### src/rtl/hazard_stall_controller.sv
// Pipeline interlock for the 5-stage core: load-use bubbles, memory freeze with timeout, branch flush.
// Optional hazard statistics counters (stall_cycles, flush_count) are enabled by defining HAZARD_STATS_EN.
module hazard_stall_controller #(
  parameter int REG_ADDR_W        = 3,
  parameter int LOAD_STALL_CYCLES = 1,
  parameter int MEM_TIMEOUT       = 15
) (
  input  logic                  clk,
  input  logic                  rst_n,
  input  logic [REG_ADDR_W-1:0] ID_rs,
  input  logic [REG_ADDR_W-1:0] ID_rt,
  input  logic                  ID_uses_rs,
  input  logic                  ID_uses_rt,
  input  logic [REG_ADDR_W-1:0] EX_rd,
  input  logic                  EX_memread,
  input  logic                  EX_regwrite,
  input  logic                  EX_branch_taken,
  input  logic                  MEM_req,
  input  logic                  MEM_ready,
  output logic                  pc_en,
  output logic                  IF_ID_en,
  output logic                  IF_ID_flush,
  output logic                  ID_EX_en,
  output logic                  ID_EX_bubble,
  output logic                  EX_MEM_en,
  output logic                  MEM_WB_en,
  output logic                  mem_err
`ifdef HAZARD_STATS_EN
  ,
  output logic [15:0]           stall_cycles,
  output logic [15:0]           flush_count
`endif
);

  typedef enum logic [1:0] {RUN, LSTALL, MEM_WAIT} state_t;
  typedef enum logic [1:0] {A_RUN, A_FLUSH, A_STALL, A_FREEZE} action_t;

  state_t     state_q, state_d;
  action_t    act;
  logic [2:0] stall_q, stall_d;
  logic [7:0] to_q, to_d;
  logic       err_q, err_d;
  logic       load_use, mem_wait, run_eval;

  assign load_use = EX_memread & EX_regwrite &
                    ((ID_uses_rs & (EX_rd == ID_rs)) | (ID_uses_rt & (EX_rd == ID_rt)));
  assign mem_wait = MEM_req & ~MEM_ready;

  // NOTE: every variable written here gets a default first, so no latch is inferred.
  always_comb begin
    state_d  = state_q;
    stall_d  = stall_q;
    to_d     = to_q;
    err_d    = err_q;
    act      = A_RUN;
    run_eval = 1'b0;

    case (state_q)
      RUN: run_eval = 1'b1;
      LSTALL: begin
        if (mem_wait) begin
          // Remaining bubbles are dropped: the load has advanced and forwarding covers it.
          act     = A_FREEZE;
          to_d    = 8'd1;
          state_d = MEM_WAIT;
        end else if (EX_branch_taken) begin
          act     = A_FLUSH;
          state_d = RUN;
        end else begin
          act     = A_STALL;
          stall_d = stall_q - 3'd1;
          if (stall_q == 3'd1) state_d = RUN;
        end
      end
      MEM_WAIT: begin
        if (MEM_ready) begin
          run_eval = 1'b1;
        end else if (to_q == 8'(MEM_TIMEOUT - 1)) begin
          // Give up on the access: let the faulting instruction through, flushing a held branch.
          err_d   = 1'b1;
          act     = EX_branch_taken ? A_FLUSH : A_RUN;
          state_d = RUN;
        end else begin
          act  = A_FREEZE;
          to_d = to_q + 8'd1;
        end
      end
      default: state_d = RUN;
    endcase

    if (run_eval) begin
      state_d = RUN;
      if (mem_wait) begin
        act     = A_FREEZE;
        to_d    = 8'd1;
        state_d = MEM_WAIT;
      end else if (EX_branch_taken) begin
        act = A_FLUSH;
      end else if (load_use) begin
        act = A_STALL;
        if (LOAD_STALL_CYCLES > 1) begin
          stall_d = 3'(LOAD_STALL_CYCLES - 1);
          state_d = LSTALL;
        end
      end
    end

    if (!rst_n) act = A_RUN;
  end

  always_comb begin
    pc_en        = 1'b1;
    IF_ID_en     = 1'b1;
    IF_ID_flush  = 1'b0;
    ID_EX_en     = 1'b1;
    ID_EX_bubble = 1'b0;
    EX_MEM_en    = 1'b1;
    MEM_WB_en    = 1'b1;
    case (act)
      A_FLUSH: begin
        IF_ID_flush  = 1'b1;
        ID_EX_bubble = 1'b1;
      end
      A_STALL: begin
        pc_en        = 1'b0;
        IF_ID_en     = 1'b0;
        ID_EX_bubble = 1'b1;
      end
      A_FREEZE: begin
        pc_en     = 1'b0;
        IF_ID_en  = 1'b0;
        ID_EX_en  = 1'b0;
        EX_MEM_en = 1'b0;
        MEM_WB_en = 1'b0;
      end
      default: ;
    endcase
  end

  assign mem_err = err_q & rst_n;

  // NOTE: sequential state uses non-blocking assignments so all registers update together.
  always_ff @(posedge clk) begin
    if (!rst_n) begin
      state_q <= RUN;
      stall_q <= 3'd0;
      to_q    <= 8'd0;
      err_q   <= 1'b0;
    end else begin
      state_q <= state_d;
      stall_q <= stall_d;
      to_q    <= to_d;
      err_q   <= err_d;
    end
  end

`ifdef HAZARD_STATS_EN
  always_ff @(posedge clk) begin
    if (!rst_n) begin
      stall_cycles <= 16'd0;
      flush_count  <= 16'd0;
    end else begin
      if (!pc_en && (stall_cycles != 16'hFFFF)) stall_cycles <= stall_cycles + 16'd1;
      if (IF_ID_flush && (flush_count != 16'hFFFF)) flush_count <= flush_count + 16'd1;
    end
  end
`endif

endmodule

### config.mk
export PLATFORM = sky130hd
export DESIGN_NAME = hazard_stall_controller
export DESIGN_NICKNAME = d
export VERILOG_FILES = /design/src/rtl/hazard_stall_controller.sv
export SDC_FILE = /design/constraint.sdc
export NUM_CORES = 1
export LEC_CHECK = 0
export CAP_MARGIN = 20
export CORE_UTILIZATION = 46
export CTS_CLUSTER_DIAMETER = 200
export DETAILED_ROUTE_END_ITERATION = 6
export PLACE_DENSITY = 0.83
export SLEW_MARGIN = 5
export SYNTH_ARGS = -nofsm -noshare
export SYNTH_HDL_FRONTEND = slang
export SYNTH_SLANG_ARGS = --single-unit
### constraint.sdc
create_clock -name clk -period 4.75 [get_ports clk]
set_input_delay 0.475 -clock clk [delete_from_list [all_inputs] [get_ports clk]]
set_output_delay 0.475 -clock clk [all_outputs]
set_load 0.005 [all_outputs]
==> impl_metrics.py <==
metrics = {
    "outcome": {
        "run_status": "finished clean",
    },
    "floorplanning": {
        "die_area_um2": 1660,
        "initial_core_util_pct": 51.3,
        "dieWidth_um": 40.8,
        "pin_count": 26,
        "chipHeight_um": 40.8,
        "coreArea_um2": 1350,
        "rows": 13,
    },
    "route": {
        "vias": 685,
        "drt_iter0_markers": 7,
        "wl_met1_um": 650,
        "top_layer": "met4",
        "wl_per_cell_um": 13.1,
        "wl_met2_um": 811,
        "wl_met3_um": 69,
        "ant_nets": 0,
        "via_per_inst": 5.81,
        "drt_wl_total_mm": 1.54,
        "drtPass1Iterations": 4,
        "drc": 0,
    },
    "place": {
        "dpl_cell_area_um2": 935,
        "port_buffers": 25,
        "dp_hpwl_mm": 1.29,
        "dp.cells": 114,
        "place_ws_ns": 1.74,
        "routabilityCongestion": 0.851,
    },
    "hold_path": {
        "hold_class": "flop to flop",
        "min_to": "err_q",
        "worstHoldStart": "err_q",
        "whs_path_depth": 1,
    },
    "finish": {
        "seqCellArea_um2": 200,
        "area_growth_pct": 40.3,
        "stdcell_count": 118,
        "num_antenna_cells": 0,
        "design_area_um2": 971,
        "multiInputGateArea_um2": 454,
        "final_util_pct": 71.9,
        "fillCellCount": 114,
        "drive_above_1_share_pct": 7.77,
        "final_nets": 127,
    },
    "cts": {
        "cts_buffers": 3,
        "cts_buffer_depth": 2,
        "hold_buffers": 0,
        "clkLatencyLatePin_ns": 0.27,
        "ctsHtreeMaxLevel": 1,
        "cts_resized": 0,
        "cts_root_buf": "clkbuf_4",
        "postCtsSetupRepairBufs": 0,
        "clock-sinks": 10,
        "path_clk_slew_ns": 0.07,
        "cts_tree": "done",
    },
    "sta": {
        "finalSetupViolations": 0,
        "hold_violations": 0,
        "fin_crit_ns": 3.02,
        "finalWorstSetupSlack_ns": 1.73,
        "report.final.slew_viol_count": 0,
        "rsz0062_at_grt": "no",
        "fin_crit_sh_pct": 63.6,
        "final.setup.tns_ns": 0,
        "slew_headroom_pct": 52.1,
        "max_freq_mhz": 331,
        "finClkSkew_ns": 0.00189,
        "worst_pin_slew_ns": 0.712,
    },
    "setup_path": {
        "reg2reg_to": "to_q[0]",
        "startpoint_type": "flop",
        "reg2reg_from": "to_q[0]",
        "endpoint_kind": "output port",
        "r2r_slack_ns": 3.21,
        "path_class": "flop to output port",
        "required_ns": 4.28,
        "rr_worst_depth": 5,
        "cp_max_fo": 7,
        "cp.arrival_ns": 2.55,
    },
    "synthesis": {
        "syn_area_um2": 692,
        "synth_nets": 101,
        "synth_top_area_cell": "dfxtp_1",
        "synth_seq_cells": 10,
        "avgSynthCellArea_um2": 8.87,
        "yosys_warnings": 0,
        "synth_cell_types": 34,
        "netlist_instances": 78,
        "synth.yosys.seq_area_share_pct": 28.9,
        "synthTopCellsByArea": "dfxtp_1 (29%), ha_1 (9.0%), xnor2_1 (7.6%)",
        "synth_top_area_share_pct": 28.9,
    },
    "pwr": {
        "pwr-share-comb_pct": 19.4,
        "sw_frac_of_total_pct": 22.5,
        "seqPwrFrac_pct": 42.6,
        "p_leak_nw": 0.336,
        "p_int_mw": 0.157,
        "switchingPower_mw": 0.0458,
        "clkPwrFrac_pct": 38.0,
        "irDropWorstVdd_mv": 0.141,
        "power.density_nw_per_um2": 209,
    },
    "global_routing": {
        "grt_pass1_vias": 610,
        "grt_overflow_total": 0,
        "antenna_found_initial": 0,
        "grt_util_all_layers_pct": 22.2,
        "grt_pass1_wl_mm": 2.43,
        "grt_max_degree": 10,
    },
    "run": {
        "cap_violations": 0,
    },
}
## layout by cell type, fill, tap and decap left out
cell type / n
o21ai_0: 4
and3_1: 1
a31oi_1: 2
or3_2: 1
clkbuf_8: 1
a211oi_1: 4
nand3_1: 3
a21oi_1: 1
ha_1: 5
nor2b_1: 1
o2bb2ai_1: 1
and4b_1: 1
nand4_1: 3
o31ai_1: 3
dfxtp_1: 10
a21bo_2: 1
clkbuf_4: 3
a311oi_1: 1
nand4b_1: 1
nand2b_2: 1
and2_1: 4
or3_1: 2
nand2_1: 3
nor2_1: 1
xnor2_1: 6
clkdlybuf4s50_1: 25
o21a_1: 2
or4_1: 2
inv_1: 3
o21bai_1: 1
a311o_1: 1
nand3b_1: 2
xor2_1: 1
nor3_1: 1
o221a_2: 1
## kinds of logic (layout without fill, tap and decap cells)
group / after synthesis / in the layout / synth area share (%)
compound gates: 22 / 22 / 23.3
xor+xnor: 7 / 7 / 8.86
fa+ha+maj: 5 / 5 / 9.04
buf+inv: 7 / 32 / 5.42
flops: 10 / 10 / 28.9
simple gates: 27 / 27 / 24.4
## area by class of cell
type | count | share of cell area, %
clock buffers | 4 | 3.74
inverters | 3 | 1.16
multi-input cells | 61 | 46.8
flip-flops and latches | 10 | 20.6
well taps | 15 | 1.93
repair buffers | 25 | 25.8
## state kept, by name, indices dropped and copies added, names as in the netlist
| name | count |
|---|---|
| to_q | 8 |
| err_q | 1 |
| state_q | 1 |
## per-stage QoR
step,power (mW),hold WS [ns]
2_1_floorplan,0.104,0.432
3_3_place_gp,0.127,0.480
3_5_place_dp,0.128,0.465
4_1_cts,0.204,0.481
5_1_grt,0.210,0.495
6_report,0.203,0.478
## cells in the mapped netlist (all sizes together)
cell type / number
nand4b: 1
xor2: 1
nand2: 3
a311o: 1
a31oi: 2
o21bai: 1
nor2b: 1
nor2: 1
a21oi: 1
or4: 2
nand3: 3
dfxtp: 10
nor3: 1
and2: 4
nand2b: 1
o31ai: 3
o21ai: 4
nand4: 3
and3: 1
o221a: 1
buf: 3
inv: 3
a21bo: 1
ha: 5
nand3b: 2
and4b: 1
xnor2: 6
o21a: 2
a311oi: 1
o2bb2ai: 1
clkbuf: 1
a211oi: 4
or3: 3
## worst max-delay path: stages, from the launching register on
cell             delay, ns
dfxtp_1               0.39
inv_1                 0.06
ha_1                  0.19
and4b_1               0.24
and3_1                0.24
a311oi_1              0.40
ha_1                  0.30
clkdlybuf4s50_1       0.44
## per-layer routing
layer  global-route usage (%)  vias up
li1                         -      344
met1                     22.7      319
met2                     43.0       20
met3                     6.52        2
met4                     5.00        0
met5                        0        -
## power groups by stage
stage	clock, mW	combinational, mW	sequential, mW
CTS	0.0777	0.0399	0.0866
finish	0.0771	0.0395	0.0866
global route	0.0803	0.0426	0.0869
floorplan	0	0.0162	0.0882
global placement	0	0.0389	0.0885
detailed placement	0	0.0397	0.0885
## worst max-delay path by stage
stage                          from           end  slack (ns)  cells past startpoint
after floorplan             to_q[0]      ID_EX_en        2.46                      9
after global placement    MEM_ready      IF_ID_en        1.79                      7
after detailed placement  MEM_ready      IF_ID_en        1.74                      7
after CTS                 MEM_ready      IF_ID_en        1.73                      7
after global routing        to_q[0]     MEM_WB_en        1.58                      8
final                       to_q[0]  ID_EX_bubble        1.73                      7
Power figures use the tool's default switching activity.
